## src/rtl/pipe_stage_reg.sv

```systemverilog
// Valid/ready pipeline stage with hazard hold, memory stall and flush.
// SKID=1 adds a second entry so that upstream ready comes straight from a flop.
module pipe_stage_reg #(
    parameter int unsigned       DATA_W    = 64,
    parameter logic [DATA_W-1:0] FLUSH_VAL = '0,
    parameter int unsigned       SKID      = 1,
    parameter int unsigned       CNT_W     = 16
) (
    input  logic              clk_i,
    input  logic              rst_i,
    input  logic              in_valid_i,
    output logic              in_ready_o,
    input  logic [DATA_W-1:0] in_data_i,
    output logic              out_valid_o,
    input  logic              out_ready_i,
    output logic [DATA_W-1:0] out_data_o,
    input  logic              hold_i,
    input  logic              stall_i,
    input  logic              flush_i,
    output logic [1:0]        occ_o,
    output logic [CNT_W-1:0]  flush_cnt_o
);

    logic              r_head_valid;
    logic [DATA_W-1:0] r_head_data;
    logic [CNT_W-1:0]  r_flush_cnt;

    logic              w_frz;
    logic              w_deq;
    logic              w_enq;
    logic              w_in_ready;
    logic              w_skid_valid;
    logic [1:0]        w_occ;
    logic              w_flush_hit;

    assign w_frz = hold_i | stall_i;
    assign w_deq = r_head_valid & out_ready_i & ~w_frz;
    assign w_enq = in_valid_i & w_in_ready & ~w_frz & ~flush_i;

    generate
        if (SKID != 0) begin : g_skid
            logic              r_skid_valid;
            logic [DATA_W-1:0] r_skid_data;

            // Skid entry only fills while the head is occupied, so it doubles
            // as the registered "full" flag that drives upstream ready.
            assign w_in_ready   = ~r_skid_valid;
            assign w_skid_valid = r_skid_valid;

            always_ff @(posedge clk_i or posedge rst_i) begin
                if (rst_i) begin
                    r_head_valid <= 1'b0;
                    r_head_data  <= FLUSH_VAL;
                    r_skid_valid <= 1'b0;
                    r_skid_data  <= FLUSH_VAL;
                end else if (flush_i) begin
                    r_head_valid <= 1'b0;
                    r_head_data  <= FLUSH_VAL;
                    r_skid_valid <= 1'b0;
                    r_skid_data  <= FLUSH_VAL;
                end else if (w_deq) begin
                    if (r_skid_valid) begin
                        r_head_data  <= r_skid_data;
                        r_skid_valid <= 1'b0;
                    end else if (w_enq) begin
                        r_head_data <= in_data_i;
                    end else begin
                        r_head_valid <= 1'b0;
                    end
                end else if (w_enq) begin
                    if (r_head_valid) begin
                        r_skid_data  <= in_data_i;
                        r_skid_valid <= 1'b1;
                    end else begin
                        r_head_data  <= in_data_i;
                        r_head_valid <= 1'b1;
                    end
                end
            end
        end else begin : g_noskid
            assign w_in_ready   = ~w_frz & (~r_head_valid | out_ready_i);
            assign w_skid_valid = 1'b0;

            always_ff @(posedge clk_i or posedge rst_i) begin
                if (rst_i) begin
                    r_head_valid <= 1'b0;
                    r_head_data  <= FLUSH_VAL;
                end else if (flush_i) begin
                    r_head_valid <= 1'b0;
                    r_head_data  <= FLUSH_VAL;
                end else if (w_enq) begin
                    r_head_valid <= 1'b1;
                    r_head_data  <= in_data_i;
                end else if (w_deq) begin
                    r_head_valid <= 1'b0;
                end
            end
        end
    endgenerate

    assign w_occ = {1'b0, r_head_valid} + {1'b0, w_skid_valid};

    // Only flushes that actually kill something (held or offered) are counted.
    assign w_flush_hit = flush_i & ((w_occ != 2'd0) | in_valid_i);

    always_ff @(posedge clk_i or posedge rst_i) begin
        if (rst_i) begin
            r_flush_cnt <= '0;
        end else if (w_flush_hit && !(&r_flush_cnt)) begin
            r_flush_cnt <= r_flush_cnt + CNT_W'(1);
        end
    end

    assign in_ready_o  = w_in_ready;
    assign out_valid_o = r_head_valid;
    assign out_data_o  = r_head_data;
    assign occ_o       = w_occ;
    assign flush_cnt_o = r_flush_cnt;

endmodule

```

## config.mk

```make
export PLATFORM = sky130hd
export DESIGN_NAME = pipe_stage_reg
export DESIGN_NICKNAME = d
export VERILOG_FILES = /design/src/rtl/pipe_stage_reg.sv
export SDC_FILE = /design/constraint.sdc
export NUM_CORES = 1
export LEC_CHECK = 0
export ABC_CLOCK_PERIOD_IN_PS = 13000
export CAP_MARGIN = 40
export CORE_UTILIZATION = 50
export DETAILED_ROUTE_END_ITERATION = 12
export DONT_BUFFER_PORTS = 1
export PLACE_DENSITY = 0.68
export SYNTH_ARGS = -nofsm -noshare
export SYNTH_HDL_FRONTEND = slang
export SYNTH_SLANG_ARGS = --single-unit
```

## constraint.sdc

```tcl
create_clock -name clk_i -period 13 [get_ports clk_i]
set_clock_uncertainty 0.1 [all_clocks]
set_input_delay 2.6 -clock clk_i [delete_from_list [all_inputs] [get_ports clk_i]]
set_output_delay 2.6 -clock clk_i [all_outputs]
set_load 0.01 [all_outputs]
```

Word-level counts from Yosys, hierarchy flattened

Cells that the tools add are included.

Bits in registers: 146
Bits of input ports: 71
Output and inout bits: 84

Add/subtract/negate cells: 2
Equal/unequal tests: 4
Mux-type cells: 19
Bitwise operators: 11
Reduce and logical (&&, ||, !) cells: 13

Operator list:

| operator              | number |
|---|---|
| $mux 64               | 10 |
| $add 16x1->16 const B | 1 |
| $reduce_and 16->1     | 1 |
| $mux 1                | 9 |
| $reduce_and 3->1      | 3 |
| $reduce_bool 3->1     | 3 |
| $and 1x1->1           | 6 |
| $ne 3x3->1 const B    | 2 |
| $reduce_bool 2->1     | 3 |
| $ne 3x2->1 const B    | 1 |
| $not 1->1             | 3 |
| $add 1x1->2           | 1 |
| $ne 2x2->1 const B    | 1 |
| $or 1x1->1            | 2 |
| $reduce_and 2->1      | 1 |
| $logic_and 1x1->1     | 1 |
| $logic_not 1->1       | 1 |

Logic depth before layout (Yosys ltp)

Depth after elaboration: 8
Gate-level depth with buffers: 7
Gate-level depth less buffers: 6

Worst setup path after synthesis

OpenSTA, ideal clock, no wires.

Path kind: input to register
Start: input port flush_i
End: register r_flush_cnt[1] (netlist: flush_cnt_o[1])
Arrival: 3.648 ns
Data required time: 12.775 ns
Path slack: 9.127 ns
Cell stages on the path: 5
Path through: buf_4 -> buf_2 -> nand2_1 -> nor2_1 -> mux2_2

Longest elaborated chain between the ends: 2

RTL lines:

| item                 | RTL line | source |
|---|---|---|
| from (decl)          | 19       | `input logic flush_i,` |
| $and 1x1->1          | 104      | `assign w_flush_hit = flush_i & ((w_occ != 2'd0) \| in_valid_i);` |
| $logic_and 1x1->1    | 109      | `end else if (w_flush_hit && !(&r_flush_cnt)) begin` |
| to (signal assigned) | 110      | `r_flush_cnt <= r_flush_cnt + CNT_W'(1);` |
| to (decl)            | 26       | `logic [CNT_W-1:0] r_flush_cnt;` |

No other way between the ends.
A chain may end at the register's enable or synchronous reset.

Worst setup path in the final report

Start: input port in_valid_i
End: register r_head_data[53] (netlist: out_data_o[53])

Longest elaborated chain between the ends: 5
Elaborated cells between the ends (all ways): 6

RTL lines:

| item                                  | RTL line | source |
|---|---|---|
| from (decl)                           | 11       | `input logic in_valid_i,` |
| $and 1x1->1 (*) (3 in a row)          | 38       | `assign w_enq = in_valid_i & w_in_ready & ~w_frz & ~flush_i;` |
| $reduce_bool 3->1 (no source line)    | n/a      |  |
| $reduce_and 3->1 (no source line) (*) | n/a      |  |
| to (signal assigned)                  | 63       | `r_head_data <= r_skid_data;` |
| to (signal assigned)                  | 66       | `r_head_data <= in_data_i;` |
| to (signal assigned)                  | 75       | `r_head_data <= in_data_i;` |
| to (decl)                             | 25       | `logic [DATA_W-1:0] r_head_data;` |

Every way passes the cells marked *; elsewhere a longest branch is shown, timed or not.

==> flow_summary_export.csv <==
group,metric,value,unit
run_status,status,"finished, final reports clean",
global_route,gr-usage-met2,0.3518,
route,drt-total-wl,13.85,mm
cts,clk_latency,0.41,ns
global_route,grt_pass1_vias,4448,
global_route,grt.total_usage,0.2137,
cells_and_area,mostFrequentLayoutCells,"146 x dfrtp_1, 132 x nand2_1, 68 x o21ai_0",
sta,setup_tns,0,ns
critical_path,crit_fanout,65,
place,gp_congestion,0.7606,
route,wire_per_inst,17.02,um
synthesis,ys_ff_latch,146,
floorplanning,fp-row-count,41,
cts,post_cts_resized,0,
synthesis,yosys_warnings,0,
global_route,antenna_found_initial,0,
critical_path,crit_required,13.16,ns
cells_and_area,final_common_cell,"dfrtp_1",
route,ant_nets,0,
cts,path_clk_slew,0.06,ns
worst_hold_path,min_path_type,"flip-flop to flip-flop",
synthesis,synth_edf_count,0,
cts,root_buffer,"clkbuf_16",
sta,period_share,0.3480,
cts,cts_tree,"built",
critical_path,path_class,"primary input to flip-flop",
synthesis,synth_cell_types,35,
synthesis,seq_area_frac_synth,0.5512,
synthesis,synth_flop_cell,"dfrtp_1",
route,dr_total_vias,4448,
global_route,grt_use_met3,0.07312,
floorplanning,ios,155,
place,io_buffer_count,0,
floorplanning,fp.coreArea,12770,um2
global_route,top_usage_layer,"met2",
cells_and_area,nets,705,
synthesis,syn_inst,648,
critical_path,crit_path_end_kind,"flip-flop",
place,pre_cts_ws,8.001,ns
cells_and_area,drive_gt1_frac,0.07788,
cts,cts_buffers,17,
cts,cts_hold_buf,0,
sta,worst_pin_slew,0.7168,ns
synthesis,async_reset_ff_frac,1.000,
pwr,p_per_area,159.6,nW/um2
global_route,grt_max_degree,85,
global_route,grt_pass1_wl,22.25,mm
floorplanning,die_y,117.1,um
cts,h-tree-depth,4,
sta,final-setup-viol-count,0,
floorplanning,dieArea,13720,um2
synthesis,synth_area_per_cell,10.23,um2
run,cap_violations,0,
critical_path,cp.arrival,4.68,ns
cells_and_area,antenna_cells,0,
cells_and_area,areaGrowthSynthToFinish,11.42,%
cts,cts.sinks,146,
floorplanning,initial_core_util,0.5190,
sta,fin_crit,4.523,ns
route,dr.pass1.iters,4,
sta,drv_slew,0,
route,via_per_inst,5.464,
sta,hold_viol_final,0,
pwr,finalPower,0.001179,W
sta,rsz0062_at_grt,"false",
pwr,p_leak,3.643,nW
synthesis,synth_area,6629,um2
route,drtIter0Drc,220,
pwr,peakVddDrop,0.09635,mV
sta,fmax,221.1,MHz
cts,post-cts-setup-buffers,0,
sta,layout_setup_ws,8.477,ns
route,drc_errors,0,
place,dp_hpwl,8.814,mm
global_route,gr-total-overflow,0,
synthesis,synth_fp_nets,722,
critical_path,startpoint_type,"primary input",
cts,clock_path_buffers,2,
sta,slew_headroom,0.5221,
floorplanning,die_x,117.1,um
global_route,use_met1,0.2541,
cells_and_area,final_util,0.5782,
-- metal layers --
metal | wire length, um | share of wire
met1 | 5567 | 0.40
met2 | 7029 | 0.51
met3 | 952 | 0.069
met4 | 301 | 0.022
met5 | 0 | 0
-- path summary, 6_finish.rpt --
| path | startpoint | to | slack (ns) | depth (start not counted) |
|---|---|---|---|---|
| worst max-delay path | in_valid_i | out_data_o[53] | 8.48 | 6 |
| worst min-delay path | g_skid.r_skid_data[46] | g_skid.r_skid_data[46] | 0.38 | 2 |
| worst max register to register | out_valid_o | out_data_o[53] | 10.13 | 6 |
| worst min register to register | g_skid.r_skid_data[46] | g_skid.r_skid_data[46] | 0.38 | 2 |
| max in group asynchronous | rst_i | g_skid.r_skid_data[51] | 9.60 | 3 |
| min in group asynchronous | rst_i | g_skid.r_skid_data[32] | 2.00 | 1 |
-- synthesized netlist by cell type (all sizes together) (3+ instances only) --
cell type	n	area (um2)
buf	32	216.5
nand2b	67	419.2
mux2i	64	640.6
ha	3	37.54
o21ai	128	640.6
nand3	6	30.03
nor3	5	25.02
inv	3	11.26
nor4	3	40.04
clkbuf	12	45.04
xor2	14	122.6
nand4	6	37.54
dfrtp	146	3654
nor2	7	28.78
nor3b	3	22.52
a31oi	4	25.02
nand2	132	495.5
-- metrics by stage --
stage	std cells	hold slack (ns)	area [um2]
global route	814	0.3950	7386
floorplan	648	0.3490	6629
detailed placement	784	0.3702	6734
global placement	781	0.3610	6651
finish	814	0.3764	7386
CTS	814	0.3828	7386
-- cells by family after synthesis --
| group | synth area share |
|---|---|
| adders and majority gates | 0.005663 |
| xor gates and xnor gates | 0.01850 |
| muxes | 0.09834 |
| DFF | 0.5512 |
| and+or+nand+nor | 0.1786 |
| AOI/OAI and AO/OA | 0.1066 |
| buffers and inverters | 0.04115 |
-- state kept, by name, summed over array words and instances (netlist names) --
name	cells
g_skid.r_skid_valid	1
flush_cnt_o	16
out_valid_o	1
g_skid.r_skid_data	64
out_data_o	64
-- cell type report --
| class | count | area, um2 |
|---|---|---|
| Clock buffer | 18 | 439.2 |
| Inverter | 3 | 16.27 |
| Fill cell | 1085 | 5388 |
| Clock inverter | 12 | 212.7 |
| Multi-Input combinational cell | 455 | 2729 |
| Timing Repair Buffer | 8 | 120.1 |
| Tap cell | 172 | 215.2 |
| Sequential cell | 146 | 3654 |
-- power by group --
part | total, W | internal (W) | switching [W]
clock network | 0.000540 | 0.000361 | 0.000179
registers | 0.000553 | 0.000500 | 0.0000537
logic | 0.0000855 | 0.0000364 | 0.0000491
total | 0.00118 | 0.000897 | 0.000282
-- critical path, stage by stage --
cell and delay (ns):
or2_2 0.29, a41oi_4 0.17, buf_4 0.59, or2_2 0.22
buf_4 0.55, o21ai_0 0.22
Note: power is estimated with default switching activity, not from simulation.
